**src/rtl/cpu_types_pkg.sv**
```systemverilog
// Shared CPU-side types: memory word, RAM handshake state and the arbiter FSM encoding.
package cpu_types_pkg;

    typedef logic [31:0] word_t;

    typedef enum logic [1:0] {
        FREE   = 2'd0,
        BUSY   = 2'd1,
        ACCESS = 2'd2,
        ERROR  = 2'd3
    } ramstate_t;

    typedef enum logic [1:0] {
        IDLE   = 2'd0,
        DGRANT = 2'd1,
        IGRANT = 2'd2
    } arb_state_t;

    // Returned to the requester in place of RAM data when a transaction is aborted.
    localparam word_t ABORT_WORD = 32'hBAD1_BAD1;

endpackage

```
**src/rtl/mem_arbiter.sv**
```systemverilog
// Single-port RAM arbiter between instruction fetch and data access, with
// bounded fetch starvation, a per-grant timeout and a sticky fault flag.
module mem_arbiter
    import cpu_types_pkg::*;
#(
    parameter int STARVE_MAX = 4,
    parameter int TIMEOUT    = 255
) (
    input  logic      CLK,
    input  logic      RST,
    input  logic      iREN,
    input  word_t     iaddr,
    output word_t     iload,
    output logic      iwait,
    input  logic      dREN,
    input  logic      dWEN,
    input  word_t     daddr,
    input  word_t     dstore,
    output word_t     dload,
    output logic      dwait,
    output logic      ramREN,
    output logic      ramWEN,
    output word_t     ramaddr,
    output word_t     ramstore,
    input  word_t     ramload,
    input  ramstate_t ramstate,
    output logic      err
);

    localparam logic [3:0] STARVE_LIM = 4'(STARVE_MAX);
    localparam logic [7:0] TMO_LIM    = 8'(TIMEOUT);

    arb_state_t state, next_state;
    logic [3:0] starve_cnt, starve_nxt;
    logic [7:0] tmo_cnt;
    logic       d_req, owned, abort, done;

    function automatic arb_state_t arbitrate(input logic d_pend, input logic i_pend,
                                             input logic [3:0] starve);
        if (d_pend && starve < STARVE_LIM) return DGRANT;
        if (i_pend)                        return IGRANT;
        if (d_pend)                        return DGRANT;
        return IDLE;
    endfunction

    // The starvation count used for re-arbitration already includes the
    // completion happening this cycle, so the fetch wins right after the limit.
    always_comb begin
        d_req = dREN | dWEN;
        owned = 1'b0;
        case (state)
            DGRANT:  owned = d_req;
            IGRANT:  owned = iREN;
            default: owned = 1'b0;
        endcase
        abort = owned && (ramstate == ERROR || tmo_cnt == TMO_LIM);
        done  = owned && (ramstate == ACCESS || abort);

        if (!iREN)
            starve_nxt = '0;
        else if (done && state == IGRANT)
            starve_nxt = '0;
        else if (done && state == DGRANT && starve_cnt < STARVE_LIM)
            starve_nxt = starve_cnt + 4'd1;
        else
            starve_nxt = starve_cnt;

        if (state == IDLE || done)
            next_state = arbitrate(d_req, iREN, starve_nxt);
        else if (!owned)
            next_state = IDLE;
        else
            next_state = state;
    end

    always_comb begin
        ramREN   = 1'b0;
        ramWEN   = 1'b0;
        ramaddr  = '0;
        ramstore = '0;
        case (state)
            DGRANT: begin
                ramREN   = dREN;
                ramWEN   = dWEN;
                ramaddr  = daddr;
                ramstore = dstore;
            end
            IGRANT: begin
                ramREN  = 1'b1;
                ramaddr = iaddr;
            end
            default: ;
        endcase
        iwait = !(done && state == IGRANT);
        dwait = !(done && state == DGRANT);
        iload = (abort && state == IGRANT) ? ABORT_WORD : ramload;
        dload = (abort && state == DGRANT) ? ABORT_WORD : ramload;
    end

    // The timeout counter restarts whenever a new grant may begin, which covers
    // idle cycles, completions and dropped requests alike.
    always_ff @(posedge CLK or posedge RST) begin
        if (RST) begin
            state      <= IDLE;
            starve_cnt <= '0;
            tmo_cnt    <= '0;
            err        <= 1'b0;
        end else begin
            state      <= next_state;
            starve_cnt <= starve_nxt;
            if (abort)
                err <= 1'b1;
            if (state == IDLE || done || !owned)
                tmo_cnt <= '0;
            else if (ramstate != ACCESS && tmo_cnt != 8'hFF)
                tmo_cnt <= tmo_cnt + 8'd1;
        end
    end

endmodule

```
**config.mk**
```make
export PLATFORM = sky130hd
export DESIGN_NAME = mem_arbiter
export DESIGN_NICKNAME = d
export VERILOG_FILES = /design/src/rtl/cpu_types_pkg.sv /design/src/rtl/mem_arbiter.sv
export SDC_FILE = /design/constraint.sdc
export NUM_CORES = 1
export LEC_CHECK = 0
export BUFFER_PORTS_ARGS = -buffer_cell sky130_fd_sc_hd__buf_2
export CAP_MARGIN = 5
export CORE_AREA = 5 5 100 102
export CTS_CLUSTER_SIZE = 14
export DETAILED_ROUTE_END_ITERATION = 8
export DIE_AREA = 0 0 105 107
export PLACE_DENSITY = 0.71
export SYNTH_ARGS = -nofsm -noshare
export SYNTH_HDL_FRONTEND = slang
export SYNTH_SLANG_ARGS = --single-unit
export TNS_END_PERCENT = 30
```
**constraint.sdc**
```tcl
create_clock -name CLK -period 1.6 [get_ports CLK]
set_input_delay 0.08 -clock CLK [delete_from_list [all_inputs] [get_ports CLK]]
set_output_delay 0.08 -clock CLK [all_outputs]
set_load 0.1 [all_outputs]
```
## Word level (Yosys, flattened, before mapping)

Index checks and enable logic that the tools add are counted.

| storage, ports and cells | value |
|---|---|
| RAM bits | 0 |
| word-level logic and storage cells | 64 |
| latch bits | 0 |
| memories kept | 0 |
| flip-flop bits (word level) | 15 |
| memory bits (read-only) | 0 |
| output and inout bits | 133 |

| cells by class | value |
|---|---|
| mux-type cells | 29 |
| divide/modulo/power cells | 0 |
| add/sub/neg operators | 2 |
| $mul | 0 |
| equality and inequality tests | 8 |
| reductions and logical operators | 18 |
| bitwise operators | 1 |
| shifts and indexed selects | 0 |
| $lt $le $gt $ge | 2 |

Operators by type and width:

| cell | number |
|---|---|
| $mux W32 | 3 |
| $pmux W32 S2 | 1 |
| $mux W2 | 8 |
| $mux W8 | 2 |
| $mux W4 | 3 |
| $mux W1 | 10 |
| $logic_and A1 B1 Y1 | 9 |
| $add A8 B1 Y8 const B | 1 |
| $eq A8 B8 Y1 const B | 1 |
| $lt A4 B3 Y1 const B | 2 |
| $ne A8 B8 Y1 const B | 1 |
| $eq A2 B2 Y1 const B | 3 |
| $add A4 B1 Y4 const B | 1 |
| $logic_or A1 B1 Y1 | 4 |
| $pmux W1 S2 | 2 |
| $logic_not A1 Y1 | 3 |
| $eq A2 B1 Y1 const B | 1 |
| $logic_not A2 Y1 | 1 |
| $ne A2 B1 Y1 const B | 1 |
| $ne A2 B2 Y1 const B | 1 |
| $reduce_bool A2 Y1 | 1 |
| $or A1 B1 Y1 | 1 |

## Logic depth before layout (Yosys ltp)

Gate-level depths: netlist of the first run.

| depth | value |
|---|---|
| depth in word-level cells | 23 |
| mapped depth | 9 |
| depth with buffers taken out | 7 |

## Worst setup path after synthesis of the first run

No wires, ideal clock.

| path | value |
|---|---|
| path type | register to output |
| start point | reg state[0] |
| end point | out ramaddr[12] |
| data required time | 1.520 ns |
| cell stages (with the launch flop) | 7 |
| slack | -1.012 ns |
| buffers on the path | 2 |
| data arrival time | 2.532 ns |
| cell sequence | dfrtp_1 -> inv_1 -> ha_1 -> buf_2 -> buf_1 -> a22oi_1 -> nor2b_1 |

| on the way | value |
|---|---|
| longest elaborated chain between the ends | 2 |
| elaborated cells on any way between the ends | 3 |

Ends and longest elaborated chain:

| element | RTL line | source |
|---|---|---|
| start: declaration | mem_arbiter.sv:33 | `arb_state_t state, next_state;` |
| start signal: assignment | mem_arbiter.sv:109 | `state <= next_state;` |
| $eq A2 B2 Y1 or $eq A2 B1 Y1 (tied branches) | mem_arbiter.sv:81 | `case (state)` |
| $pmux W32 S2 * | mem_arbiter.sv:81 |  |
| end: declaration | mem_arbiter.sv:23 | `output word_t ramaddr,` |

Mark *: on every way between the ends. The rest lies on a longest branch, timed or not.

## Worst setup path in the final report of the first run

| path | value |
|---|---|
| start point | reg state[1] |
| end point | out iload[29] |

| on the way | value |
|---|---|
| longest elaborated chain between the ends | 5 |
| elaborated cells on any way between the ends | 6 |

Ends and longest elaborated chain:

| element | RTL line | source |
|---|---|---|
| $eq A2 B2 Y1 or $eq A2 B1 Y1 (tied branches) | mem_arbiter.sv:51, mem_arbiter.sv:96 |  |
| $pmux W1 S2 | mem_arbiter.sv:51 | `case (state)` |
| $logic_and A1 B1 Y1 | mem_arbiter.sv:56 | `abort = owned && (ramstate == ERROR \|\| tmo_cnt == TMO_LIM);` |
| $logic_and A1 B1 Y1 * | mem_arbiter.sv:96 | `iload = (abort && state == IGRANT) ? ABORT_WORD : ramload;` |
| $mux W32 * | mem_arbiter.sv:96 |  |
| end: declaration | mem_arbiter.sv:13 | `output word_t iload,` |

Marks and branches as above.

==> results of run 1 <==
layer usage:
layer  track usage (%)  vias to the layer above  part of all wire, %
met5                 0                        -                0.094
met4              3.01                        2                  1.6
met3              6.62                       22                  8.7
met2              44.2                      209                   57
met1              22.3                     1532                   33
li1                  -                     1495                    -
area by class of cell:
class | instances | area [sq um] | area share, %
clock buffers | 3 | 41.3 | 0.625
repair buffers | 309 | 3790 | 57.3
well taps | 111 | 139 | 2.10
flip-flops and latches | 15 | 375 | 5.68
inverters | 4 | 15.0 | 0.227
multi-input cells | 233 | 2240 | 34.0
clock inverters | 1 | 5.00 | 0.0758
worst register-to-register path: stages, from the launching register on:
cell and delay, ps:
sky130_fd_sc_hd__dfrtp_1 400, sky130_fd_sc_hd__inv_2 100, sky130_fd_sc_hd__ha_4 210, sky130_fd_sc_hd__nand3_1 90, sky130_fd_sc_hd__o21a_1 220, sky130_fd_sc_hd__buf_4 140
sky130_fd_sc_hd__buf_6 120, sky130_fd_sc_hd__nor2_4 50, sky130_fd_sc_hd__or4_1 410, sky130_fd_sc_hd__o31ai_1 80
cells in the final DEF (no fill, tap or decap), drive strengths merged, types with 2 or more instances in the layout:
master / instances
a21oi: 4
a22oi: 32
and2: 61
and3: 4
buf: 306
clkbuf: 5
dfrtp: 15
ha: 5
inv: 4
nand2: 12
nand2b: 36
nand3: 3
nand4: 3
nor2: 16
nor2b: 35
o31ai: 2
xor2: 6
power by group through the flow:
stage	Combinational (W)	Clock (W)	Sequential, W
2_1_floorplan	0.00629	0	0.000481
5_1_grt	0.0102	0.000332	0.000434
4_1_cts	0.00977	0.000318	0.000429
3_5_place_dp	0.00962	0	0.000436
3_3_place_gp	0.00949	0	0.000431
6_report	0.00995	0.000308	0.000430
metrics by stage:
step / setup TNS, ps / cell area (sq um) / total power, W / hold slack (ps)
finish: -59650 / 6600 / 0.0107 / 72.8
global route: -71330 / 6600 / 0.0110 / 86.2
CTS: -55730 / 6430 / 0.0105 / 67.6
detailed placement: -21050 / 6110 / 0.0101 / 167
global placement: -12210 / 6110 / 0.00992 / 150
floorplan: -23620 / 2720 / 0.00678 / -18.5
worst max path at each step:
stage,from,to,slack [ps]
final,state[1],iload[29],-590
after global routing,state[1],iload[29],-660
after CTS,state[1],iload[27],-560
after detailed placement,state[1],iload[19],-330
after global placement,tmo_cnt[0],iload[5],-230
after floorplan,state[1],dload[11],-250
state kept, by name, summed over array words and instances, names as in the netlist:
signal	cells
starve_cnt	4
tmo_cnt	8
state	2
err	1
cell families (layout without fill, tap and decap cells):
kind of cell	count (synthesis)	in the layout	share of synthesized area [%]
multiplexers	1	1	0.496
buffers and inverters	26	317	5.40
XOR/XNOR	7	7	3.04
AO/OA/AOI/OAI	44	44	17.1
flip-flops	15	15	18.6
AND/OR/NAND/NOR	176	176	52.3
adder cells (fa/ha/maj)	5	5	3.10
what timing repair did:
action	in CTS	in global routing
hold buffers	1	0
cloned	0	3
pin swaps	3	6
hold endpoints to repair	15	0
resized for setup	68	16
buffers inserted	1	4
endpoints found under the setup margin	146	146
==> out/metrics.json, run 1 <==
{
  "run_status": {
    "status": "finished with violations",
    "violations": "negative setup slack"
  },
  "synth": {
    "syn_nets": 414,
    "async_s_r_ff_share_synth_pct": 100,
    "post-synth-top-area-fraction_pct": 18.9,
    "synthesis.area_sq_um": 2020,
    "syn_area_per_cell_sq_um": 7.36,
    "post_synth_main_area_contributors": "sky130_fd_sc_hd__and2_1 (19%), sky130_fd_sc_hd__dfrtp_1 (19%), sky130_fd_sc_hd__a22oi_1 (12%)",
    "postSynth.topFlopCell": "sky130_fd_sc_hd__dfrtp_1",
    "post_synth_inst_count": 274,
    "ys.warnings.count": 0,
    "synth_seq_cells": 15,
    "synth_area_leader": "sky130_fd_sc_hd__and2_1",
    "synthMostInstantiatedCell": "sky130_fd_sc_hd__and2_1",
    "synth_edf_count": 0,
    "netlist-cell-type-count": 37,
    "synth_top_cells_by_count": "sky130_fd_sc_hd__and2_1 (61), sky130_fd_sc_hd__nand2b_1 (36), sky130_fd_sc_hd__nor2b_1 (34)",
    "synth_seq_area_share_pct": 18.6
  },
  "critical_path": {
    "critical_path_required_ps": 1520,
    "timing.critical_path.max_delay_family": "buffers and inverters",
    "critical_path_end_type": "primary output",
    "crit_top_cell": "sky130_fd_sc_hd__buf_12",
    "path_depth": 10,
    "r2r-start": "state[0]",
    "r2r_slack_ps": -330,
    "arr_time_crit_path_ps": 2110,
    "critical-path-slowest-cell": "sky130_fd_sc_hd__dfrtp_1",
    "startpoint_types": "register",
    "r2r_end": "state[0]",
    "worst_reg2reg_path_depth": 9,
    "timing.critical_path.cells": "inv_2 -> ha_4 -> nand3_1 -> o21a_1 -> a21oi_4 -> nand2_2 -> buf_12 -> buf_12 -> nand2b_4 -> buf_12",
    "critical_path.n_buffers_inverters": 4,
    "worst-path-max-fanout": 19,
    "timing_worst_setup_path_type": "register to primary output",
    "critPathMaxStageDelay_ps": 370
  },
  "power_and_ir_drop": {
    "clkPwrFrac_pct": 2.9,
    "power.switching_fraction_pct": 59.8,
    "p_seq_share_pct": 4.0,
    "irDropWorstVdd_mv": 1.45,
    "total_switching_power_w": 0.00639,
    "power_report.internal_total_w": 0.00430,
    "power_density_nw_per_um2": 1620,
    "power_leakage_nw": 3.29,
    "comb_power_share_pct": 93.1
  },
  "final_layout": {
    "finalNonFillerCells": 676,
    "layout.core_utilization_pct": 73.2,
    "n_antenna_cell": 0,
    "final_nets": 706,
    "fill_cells": 589,
    "areaGrowthSynthToFinish_pct": 227,
    "final_layout_size_suffix_gt1_share_pct": 80.5
  },
  "grt": {
    "grt_first_pass_wirelength_mm": 19.6,
    "grt_pass1_vias": 3544,
    "globalRouteOverflowTotal": 0,
    "grt_usage_pct": 21.9,
    "grt_max_degree": 64,
    "number_of_antenna_violations_at_the_first_check_in_global_routing": 1
  },
  "clock_tree": {
    "cts-root-buf": "sky130_fd_sc_hd__clkbuf_8",
    "cts.path.max_buffers": 2,
    "cts_tree": "yes",
    "clock_tree.htree_level_count": 1,
    "cts.sinks": 15,
    "clk_transition_reported_paths_ps": 60,
    "worst_skew_pair.late_latency_ps": 250,
    "cts_buffers": 3
  },
  "worst_hold_path": {
    "min_path_cells": 2,
    "endpoint_worst_hold": "tmo_cnt[0]",
    "class_of_the_most_critical_hold_timing_path": "input pin to register",
    "hold_start": "ramstate[1]"
  },
  "detailed_routing": {
    "initial_drt_markers": 174,
    "count_of_nets_left_with_antenna_violations_after_detail_routing": 0,
    "route.detailed.vias_per_inst": 4.82,
    "detail_route.wl_per_cell_um": 20.6,
    "route.detailed.drc": 0,
    "routed_wirelength_mm": 13.9,
    "vias": 3260,
    "detail_route.first_pass.iterations": 7
  },
  "sta": {
    "final_min_period_over_clock_period_pct": 137,
    "worst-slew-pin-transition_ps": 585,
    "fmaxAchievable_mhz": 457,
    "timing.final.crit_period_ps": 2190,
    "finClkSkew_ps": 4.58,
    "setup_viol_count_final": 146,
    "postLayoutSetupSlackWorst_ps": -588,
    "unrepaired_setup_endpoints_after_global_routing": "yes",
    "timing_hold_violations_final": 0,
    "final-max-slew-violation-count": 0,
    "worst_slew_margin_rel_pct": 60.9
  },
  "die": {
    "fp-row-count": 35,
    "floorplan.initialDensity_pct": 22.4,
    "die_x_um": 105,
    "io_pins": 268,
    "design.die.area_sq_um": 11200,
    "floorplan.die.height_um": 107,
    "core_region_area_sq_um": 9020
  },
  "placement": {
    "dp.final_hpwl_mm": 10.9,
    "io_buffers": 267,
    "place_ws_ps": -327,
    "gp_congestion": 0.809,
    "dp.cells": 663
  },
  "flow_run": {
    "max-cap-violations": 0
  }
}
(Power assumes the default switching activity.)
==> run 2, diff against run 1 <==
Settings changed: CORE_AREA 5 5 100 102 to 8 8 98 100, DIE_AREA 0 0 105 107 to 0 0 106 108, PLACE_DENSITY 0.71 to 0.77.
==> out/metrics.json, run 2 (synthesized netlist as in run 1, its figures left out) <==
{
  "clock_tree": {
    "cts_tree": "yes",
    "cts.sinks": {"value": 15, "change": "unchanged"},
    "worst_skew_pair.late_latency": {"value": 250, "unit": "ps", "change": "about the same"},
    "cts_buffers": {"value": 3, "change": "unchanged"},
    "cts.path.max_buffers": {"value": 2, "change": "unchanged"},
    "cts-root-buf": "sky130_fd_sc_hd__clkbuf_8",
    "clk_transition_reported_paths": {"value": 60, "unit": "ps", "change": "about the same"},
    "clock_tree.htree_level_count": {"value": 1, "change": "unchanged"}
  },
  "final_layout": {
    "reg.largest.list": "tmo_cnt x8, starve_cnt x4, state x2",
    "areaGrowthSynthToFinish_pct": 233,
    "finalNonFillerCells": {"value": 667, "change": "-1.3%"},
    "largest_register_ff_count": {"value": 8, "change": "unchanged"},
    "final_nets": {"value": 702, "change": "-0.57%"},
    "registers.top_by_ff_count": "tmo_cnt",
    "final_layout_size_suffix_gt1_share": {"value": 87.9, "unit": "%", "change": "+7.3 points"},
    "most_used_cells_in_the_layout_excluding_fill_and_tap_cells": "sky130_fd_sc_hd__buf_12 (138), sky130_fd_sc_hd__buf_2 (135), sky130_fd_sc_hd__and2_4 (41)",
    "layout_commonest_cell": "sky130_fd_sc_hd__buf_12"
  },
  "critical_path": {
    "critical-path-slowest-cell": "sky130_fd_sc_hd__dfrtp_1",
    "critPathMaxStageDelay": {"value": 380, "unit": "ps", "change": "about the same"},
    "arr_time_crit_path": {"value": 2050, "unit": "ps", "change": "-60 ps"},
    "startpoint_types": "register",
    "timing.critical_path.cells": "inv_2 -> ha_4 -> nand2_2 -> o21a_1 -> a21oi_4 -> nand2_4 -> buf_16 -> nand2b_4 -> buf_12",
    "timing.critical_path.max_delay_family": "buffers and inverters",
    "timing_worst_setup_path_type": "register to primary output",
    "critical_path_required": {"value": 1520, "unit": "ps", "change": "about the same"},
    "critical_path_end_type": "primary output",
    "critical_path.n_buffers_inverters": {"value": 3, "change": "-1"},
    "worst-path-max-fanout": {"value": 16, "change": "-3"}
  },
  "grt": {
    "grt_usage": {"value": 23.4, "unit": "%", "change": "+1.5 points"},
    "grt_first_pass_wirelength": {"value": 21.0, "unit": "mm", "change": "+7.0%"},
    "globalRouteOverflowTotal": {"value": 0, "change": "unchanged"},
    "grt_max_degree": {"value": 48, "change": "-25%"},
    "number_of_antenna_violations_at_the_first_check_in_global_routing": {"value": 0, "change": "-1"},
    "grt_pass1_vias": {"value": 3574, "change": "+0.85%"}
  },
  "power_and_ir_drop": {
    "power_density": {"value": 1620, "unit": "nW/um^2", "change": "+0.26%"},
    "power_leakage": {"value": 3.27, "unit": "nW", "change": "-0.69%"},
    "irDropWorstVdd": {"value": 1.55, "unit": "mV", "change": "+6.8%"},
    "power": {"value": 0.0109, "unit": "W", "change": "+2.0%"}
  },
  "flow_run": {
    "max-cap-violations": {"value": 0, "change": "unchanged"}
  },
  "detailed_routing": {
    "detail_route.wl_per_cell": {"value": 22.3, "unit": "um", "change": "+8.4%"},
    "routed_wirelength": {"value": 14.9, "unit": "mm", "change": "+6.9%"},
    "route.detailed.drc": {"value": 0, "change": "unchanged"},
    "initial_drt_markers": {"value": 107, "change": "-39%"},
    "detail_route.first_pass.iterations": {"value": 4, "change": "-3"},
    "count_of_nets_left_with_antenna_violations_after_detail_routing": {"value": 0, "change": "unchanged"},
    "vias": {"value": 3258, "change": "-0.061%"},
    "route.detailed.vias_per_inst": {"value": 4.88, "change": "+1.3%"}
  },
  "run_status": {
    "violations": "negative setup slack",
    "status": "finished with violations"
  },
  "sta": {
    "final-max-slew-violation-count": {"value": 0, "change": "unchanged"},
    "worst_slew_margin_rel": {"value": 61.6, "unit": "%", "change": "+0.65 points"},
    "timing_hold_violations_final": {"value": 0, "change": "unchanged"},
    "postLayoutSetupSlackWorst": {"value": -534, "unit": "ps", "change": "+54.5 ps"},
    "timing.final.crit_period": {"value": 2130, "unit": "ps", "change": "-54.5 ps"},
    "fmaxAchievable": {"value": 469, "unit": "MHz", "change": "+2.6%"},
    "final_min_period_over_clock_period": {"value": 133, "unit": "%", "change": "-3.4 points"},
    "holdWs": {"value": 95.4, "unit": "ps", "change": "+22.7 ps"},
    "setup_viol_count_final": {"value": 141, "change": "-3.4%"},
    "worst-slew-pin-transition": {"value": 576, "unit": "ps", "change": "-9.69 ps"},
    "setup_tns": {"value": -51090, "unit": "ps", "change": "+8560 ps"},
    "unrepaired_setup_endpoints_after_global_routing": "yes",
    "finClkSkew": {"value": 4.82, "unit": "ps", "change": "+0.234 ps"}
  },
  "die": {
    "die_x": {"value": 106, "unit": "um", "change": "+0.95%"},
    "design.die.area": {"value": 11400, "unit": "sq um", "change": "+1.9%"},
    "core_region_area": {"value": 8050, "unit": "sq um", "change": "-11%"},
    "io_pins": {"value": 268, "change": "unchanged"},
    "fp-row-count": {"value": 33, "change": "-5.7%"},
    "floorplan.die.height": {"value": 108, "unit": "um", "change": "+0.93%"},
    "floorplan.initialDensity": {"value": 25.1, "unit": "%", "change": "+2.7 points"}
  },
  "placement": {
    "dp.final_hpwl": {"value": 11.9, "unit": "mm", "change": "+9.4%"},
    "gp_congestion": {"value": 0.847, "change": "+4.8%"},
    "dp.cells": {"value": 653, "change": "-1.5%"},
    "io_buffers": {"value": 267, "change": "unchanged"},
    "place_ws": {"value": -255, "unit": "ps", "change": "+71.5 ps"}
  },
  "worst_hold_path": {
    "class_of_the_most_critical_hold_timing_path": "input pin to register"
  }
}
==> run 2: what timing repair did <==
action / in CTS / in global routing
resized for setup: 49 / 20
pin swaps: 18 / 16
buffers inserted: 0 / 4
hold buffers: 1 / 0
gates cloned: 1 / 3
endpoints found under the hold margin: 15 / 0
endpoints found under the setup margin: 145 / 146
==> run 2: final timing paths <==
path | slack, ps | endpoint | from | depth (start not counted)
setup / recovery | -530 | iload[7] | state[1] | 9
hold / removal | 100 | tmo_cnt[0] | ramstate[1] | 2
setup reg to reg | -240 | state[0] | state[1] | 8
hold reg to reg | 470 | err | err | 1
max in group asynchronous | 780 | state[0] | RST | 3
min in group asynchronous | 440 | tmo_cnt[4] | RST | 3
==> run 2: metal layers <==
layer	up-vias	global-route usage [%]	share of wire [%]	wire length [um]
met5	-	0	0	0
met4	0	4.42	1.1	164
met3	15	5.71	7.2	1070
met2	177	48.3	59	8690
met1	1575	22.8	33	4930
li1	1491	-	-	-
==> run 2: where the power goes <==
part           internal (W)  switching (W)
Clock              0.000173       0.000138
Sequential         0.000409      0.0000202
Combinational       0.00383        0.00633
==> run 2: layout make-up <==
type,instances,area (sq um)
Sequential cell,15,375
Multi-Input combinational cell,233,2400
Fill cell,435,1330
Inverter,4,15.0
Antenna cell,1,2.50
Tap cell,105,131
Timing Repair Buffer,305,3750
Clock inverter,1,5.00
Clock buffer,3,41.3
==> run 2: per-stage QoR <==
| stage | cell area (sq um) | utilization, % |
|---|---|---|
| 2_1_floorplan | 2720 | - |
| 3_3_place_gp | 6260 | 77.7 |
| 3_5_place_dp | 6260 | 77.7 |
| 4_1_cts | 6540 | 81.2 |
| 5_1_grt | 6720 | 83.4 |
| 6_report | 6720 | 83.5 |
==> run 2: worst reg2reg max path: stages, from the launching register on <==
cell and delay, ps:
sky130_fd_sc_hd__dfrtp_1 400, sky130_fd_sc_hd__buf_4 140, sky130_fd_sc_hd__ha_2 180, sky130_fd_sc_hd__nand3_1 90
sky130_fd_sc_hd__o21a_1 190, sky130_fd_sc_hd__buf_4 190, sky130_fd_sc_hd__nor2_4 50, sky130_fd_sc_hd__or4_1 410
sky130_fd_sc_hd__o31ai_1 80
==> run 3, diff against run 2 <==
Settings changed: ABC_AREA from default to 1.
==> out/metrics.json, run 3 <==
{
  "run_status": {
    "status": "finished with violations",
    "violations": "negative setup slack"
  },
  "worst_hold_path": {
    "class_of_the_most_critical_hold_timing_path": "input pin to register"
  },
  "detailed_routing": {
    "vias": {"value": 4027, "change": "+24%"},
    "detail_route.wl_per_cell": {"value": 24.6, "unit": "um", "change": "+10%"},
    "route.detailed.vias_per_inst": {"value": 5.00, "change": "+2.4%"},
    "count_of_nets_left_with_antenna_violations_after_detail_routing": {"value": 0, "change": "unchanged"},
    "initial_drt_markers": {"value": 194, "change": "+81%"},
    "detail_route.first_pass.iterations": {"value": 5, "change": "+1"},
    "route.detailed.drc": {"value": 0, "change": "unchanged"},
    "routed_wirelength": {"value": 19.8, "unit": "mm", "change": "+33%"}
  },
  "final_layout": {
    "final_layout_size_suffix_gt1_share": {"value": 78.3, "unit": "%", "change": "-9.5 points"},
    "areaGrowthSynthToFinish_pct": 262,
    "multi_input_comb_area": {"value": 2160, "unit": "sq um", "change": "-9.9%"},
    "fill_cells": {"value": 287, "change": "-34%"},
    "reg.largest.list": "tmo_cnt x8, starve_cnt x4, state x2",
    "layout.area.seq": {"value": 377, "unit": "sq um", "change": "+0.33%"},
    "post-route-cell-area": {"value": 7280, "unit": "sq um", "change": "+8.3%"},
    "layout_commonest_cell": "sky130_fd_sc_hd__buf_12",
    "registers.top_by_ff_count": "tmo_cnt",
    "largest_register_ff_count": {"value": 8, "change": "unchanged"},
    "most_used_cells_in_the_layout_excluding_fill_and_tap_cells": "sky130_fd_sc_hd__buf_12 (140), sky130_fd_sc_hd__buf_2 (135), sky130_fd_sc_hd__nand2_1 (78)",
    "layout.core_utilization": {"value": 90.4, "unit": "%", "change": "+6.9 points"},
    "final_nets": {"value": 838, "change": "+19%"}
  },
  "sta": {
    "final-max-slew-violation-count": {"value": 0, "change": "unchanged"},
    "worst_slew_margin_rel": {"value": 60.1, "unit": "%", "change": "-1.5 points"},
    "setup_tns": {"value": -50260, "unit": "ps", "change": "+829 ps"},
    "worst-slew-pin-transition": {"value": 598, "unit": "ps", "change": "+22.2 ps"},
    "unrepaired_setup_endpoints_after_global_routing": "yes",
    "fmaxAchievable": {"value": 469, "unit": "MHz", "change": "+0.11%"},
    "finClkSkew": {"value": 4.16, "unit": "ps", "change": "-0.657 ps"},
    "postLayoutSetupSlackWorst": {"value": -532, "unit": "ps", "change": "+2.30 ps"},
    "timing_hold_violations_final": {"value": 0, "change": "unchanged"},
    "final_min_period_over_clock_period": {"value": 133, "unit": "%", "change": "-0.14 points"},
    "timing.final.crit_period": {"value": 2130, "unit": "ps", "change": "-2.30 ps"},
    "setup_viol_count_final": {"value": 145, "change": "+2.8%"}
  },
  "clock_tree": {
    "clock_tree.htree_level_count": {"value": 1, "change": "unchanged"},
    "cts_tree": "yes",
    "clk_transition_reported_paths": {"value": 70, "unit": "ps", "change": "about the same"},
    "cts.path.max_buffers": {"value": 2, "change": "unchanged"},
    "cts_buffers": {"value": 3, "change": "unchanged"},
    "worst_skew_pair.late_latency": {"value": 250, "unit": "ps", "change": "about the same"},
    "cts.sinks": {"value": 15, "change": "unchanged"},
    "cts-root-buf": "sky130_fd_sc_hd__clkbuf_8"
  },
  "synth": {
    "syn_nets": {"value": 536, "change": "+29%"},
    "post_synth_inst_count": {"value": 396, "change": "+45%"},
    "synth_seq_cells": {"value": 15, "change": "unchanged"},
    "post_synth_main_area_contributors": "sky130_fd_sc_hd__nand2_1 (34%), sky130_fd_sc_hd__dfrtp_1 (19%), sky130_fd_sc_hd__inv_1 (17%)",
    "synthMostInstantiatedCell": "sky130_fd_sc_hd__nand2_1",
    "netlist-cell-type-count": {"value": 29, "change": "-22%"},
    "synth_top_cells_by_count": "sky130_fd_sc_hd__nand2_1 (182), sky130_fd_sc_hd__inv_1 (92), sky130_fd_sc_hd__a21oi_1 (35)",
    "async_s_r_ff_share_synth": {"value": 100, "unit": "%", "change": "unchanged"},
    "synthesis.area": {"value": 2010, "unit": "sq um", "change": "-0.31%"},
    "syn_area_per_cell": {"value": 5.08, "unit": "sq um", "change": "-31%"},
    "post-synth-top-area-fraction": {"value": 34.0, "unit": "%", "change": "+15 points"},
    "synth_seq_area_share": {"value": 18.7, "unit": "%", "change": "+0.058 points"},
    "synth_area_leader": "sky130_fd_sc_hd__nand2_1",
    "ys.warnings.count": {"value": 0, "change": "unchanged"},
    "postSynth.topFlopCell": "sky130_fd_sc_hd__dfrtp_1",
    "synth_edf_count": {"value": 0, "change": "unchanged"}
  },
  "die": {
    "fp-row-count": {"value": 33, "change": "unchanged"},
    "floorplan.die.height": {"value": 108, "unit": "um", "change": "unchanged"},
    "floorplan.initialDensity": {"value": 25.0, "unit": "%", "change": "-0.078 points"},
    "die_x": {"value": 106, "unit": "um", "change": "unchanged"},
    "core_region_area": {"value": 8050, "unit": "sq um", "change": "unchanged"},
    "design.die.area": {"value": 11400, "unit": "sq um", "change": "unchanged"},
    "io_pins": {"value": 268, "change": "unchanged"}
  },
  "power_and_ir_drop": {
    "power_density": {"value": 1710, "unit": "nW/um^2", "change": "+5.5%"},
    "irDropWorstVdd": {"value": 1.68, "unit": "mV", "change": "+8.3%"},
    "power_leakage": {"value": 3.34, "unit": "nW", "change": "+2.2%"},
    "power": {"value": 0.0125, "unit": "W", "change": "+14%"}
  },
  "flow_run": {
    "max-cap-violations": {"value": 0, "change": "unchanged"}
  },
  "placement": {
    "place_ws": {"value": -289, "unit": "ps", "change": "-33.6 ps"},
    "dp.final_hpwl": {"value": 13.4, "unit": "mm", "change": "+12%"},
    "post_place_instance_area": {"value": 6400, "unit": "sq um", "change": "+2.2%"},
    "gp_congestion": {"value": 0.864, "change": "+1.9%"},
    "io_buffers": {"value": 267, "change": "unchanged"}
  },
  "grt": {
    "number_of_antenna_violations_at_the_first_check_in_global_routing": {"value": 2, "change": "+2"},
    "grt_first_pass_wirelength": {"value": 27.7, "unit": "mm", "change": "+32%"},
    "globalRouteOverflowTotal": {"value": 0, "change": "unchanged"},
    "grt_max_degree": {"value": 35, "change": "-27%"},
    "grt_pass1_vias": {"value": 4495, "change": "+26%"},
    "grt_usage": {"value": 31.4, "unit": "%", "change": "+8.1 points"}
  },
  "critical_path": {
    "worst-path-max-fanout": {"value": 8, "change": "-8"},
    "critical_path_end_type": "primary output",
    "startpoint_types": "register",
    "arr_time_crit_path": {"value": 2050, "unit": "ps", "change": "about the same"},
    "critical_path_required": {"value": 1520, "unit": "ps", "change": "about the same"},
    "timing_worst_setup_path_type": "register to primary output"
  }
}
run 3: changes by cell type in the layout (fill, tap and decap cells not counted), moves of 9 or more:
cell	change
sky130_fd_sc_hd__inv_2	+9
sky130_fd_sc_hd__clkinvlp_4	+53
sky130_fd_sc_hd__a22oi_2	-24
sky130_fd_sc_hd__and2_4	-41
sky130_fd_sc_hd__nor2b_4	-34
sky130_fd_sc_hd__nand2_4	+55
sky130_fd_sc_hd__inv_1	+27
sky130_fd_sc_hd__a21oi_4	+33
sky130_fd_sc_hd__nand2_2	+44
sky130_fd_sc_hd__nand2_1	+74
sky130_fd_sc_hd__nand2b_4	-32
sky130_fd_sc_hd__and2_2	-20
run 3: per-layer routing:
| layer | global-route usage [%] | routed length, um | part of all wire (%) |
|---|---|---|---|
| met1 | 27.8 | 6030 | 30 |
| met5 | 0 | 12 | 0.061 |
| met3 | 10.6 | 1740 | 8.8 |
| met2 | 62.8 | 11000 | 55 |
| met4 | 13.9 | 1030 | 5.2 |
run 3: logic make-up (layout without fill, tap and decap cells):
group           Yosys count  in the layout  share of synthesized area (%)
flops                    15             15                           18.7
other cells               0              3                              0
buf+inv                 118            419                           22.7
fa+ha+maj                 5              5                           3.11
simple gates            214            214                           43.2
xor+xnor                  3              3                           1.31
compound gates           41             41                           11.0
run 3: where the power goes:
| part | switching [W] | internal (W) | leakage [nW] | total (W) |
|---|---|---|---|---|
| sequential | 0.0000427 | 0.000423 | 0.201 | 0.000466 |
| combinational | 0.00763 | 0.00404 | 3.11 | 0.0117 |
| clock | 0.000147 | 0.000173 | 0.0255 | 0.000320 |
| total | 0.00782 | 0.00463 | 3.34 | 0.0125 |
run 3: final timing paths:
path | startpoint | to | slack, ps | cells after the start
worst max-delay path | state[0] | iload[8] | -530 | 11
worst min-delay path | iREN | starve_cnt[3] | 210 | 3
worst max register to register | state[0] | state[1] | -360 | 14
worst min register to register | err | err | 460 | 1
max in group asynchronous | RST | state[0] | 710 | 3
min in group asynchronous | RST | tmo_cnt[4] | 470 | 3
run 3: through the flow:
stage          hold slack (ps)  cells
2_1_floorplan            -18.5    396
3_3_place_gp               146    776
3_5_place_dp               169    776
4_1_cts                    147    800
5_1_grt                    255    803
6_report                   210    805
run 3: area by class of cell:
class                      count  share of cell area (%)
multi-input combinational    263                    29.7
timing repair buffer         318                    54.8
clock inverter                 1                  0.0687
tap                          105                    1.80
clock buffer                   3                   0.567
antenna                        3                   0.103
sequential                    15                    5.17
inverter                      97                    7.84
run 3: repair_timing:
action / 4_1_cts / 5_1_grt
gates cloned: 6 / 1
hold buffers: 1 / 0
endpoints found under the hold margin: 15 / 0
endpoints found under the setup margin: 144 / 145
buffers inserted: 13 / 2
resized for setup: 112 / 36
pin swaps: 15 / 22
run 3: worst max-delay path, cell delays in order (launching register included):
cell and delay, ps:
sky130_fd_sc_hd__dfrtp_2 460, sky130_fd_sc_hd__inv_4 110, sky130_fd_sc_hd__ha_4 140, sky130_fd_sc_hd__nand2_2 60, sky130_fd_sc_hd__nand3_2 90, sky130_fd_sc_hd__nand2_4 70
sky130_fd_sc_hd__a21oi_4 190, sky130_fd_sc_hd__nand2_4 130, sky130_fd_sc_hd__clkbuf_16 210, sky130_fd_sc_hd__nand2_4 70, sky130_fd_sc_hd__clkinvlp_4 100, sky130_fd_sc_hd__buf_12 170
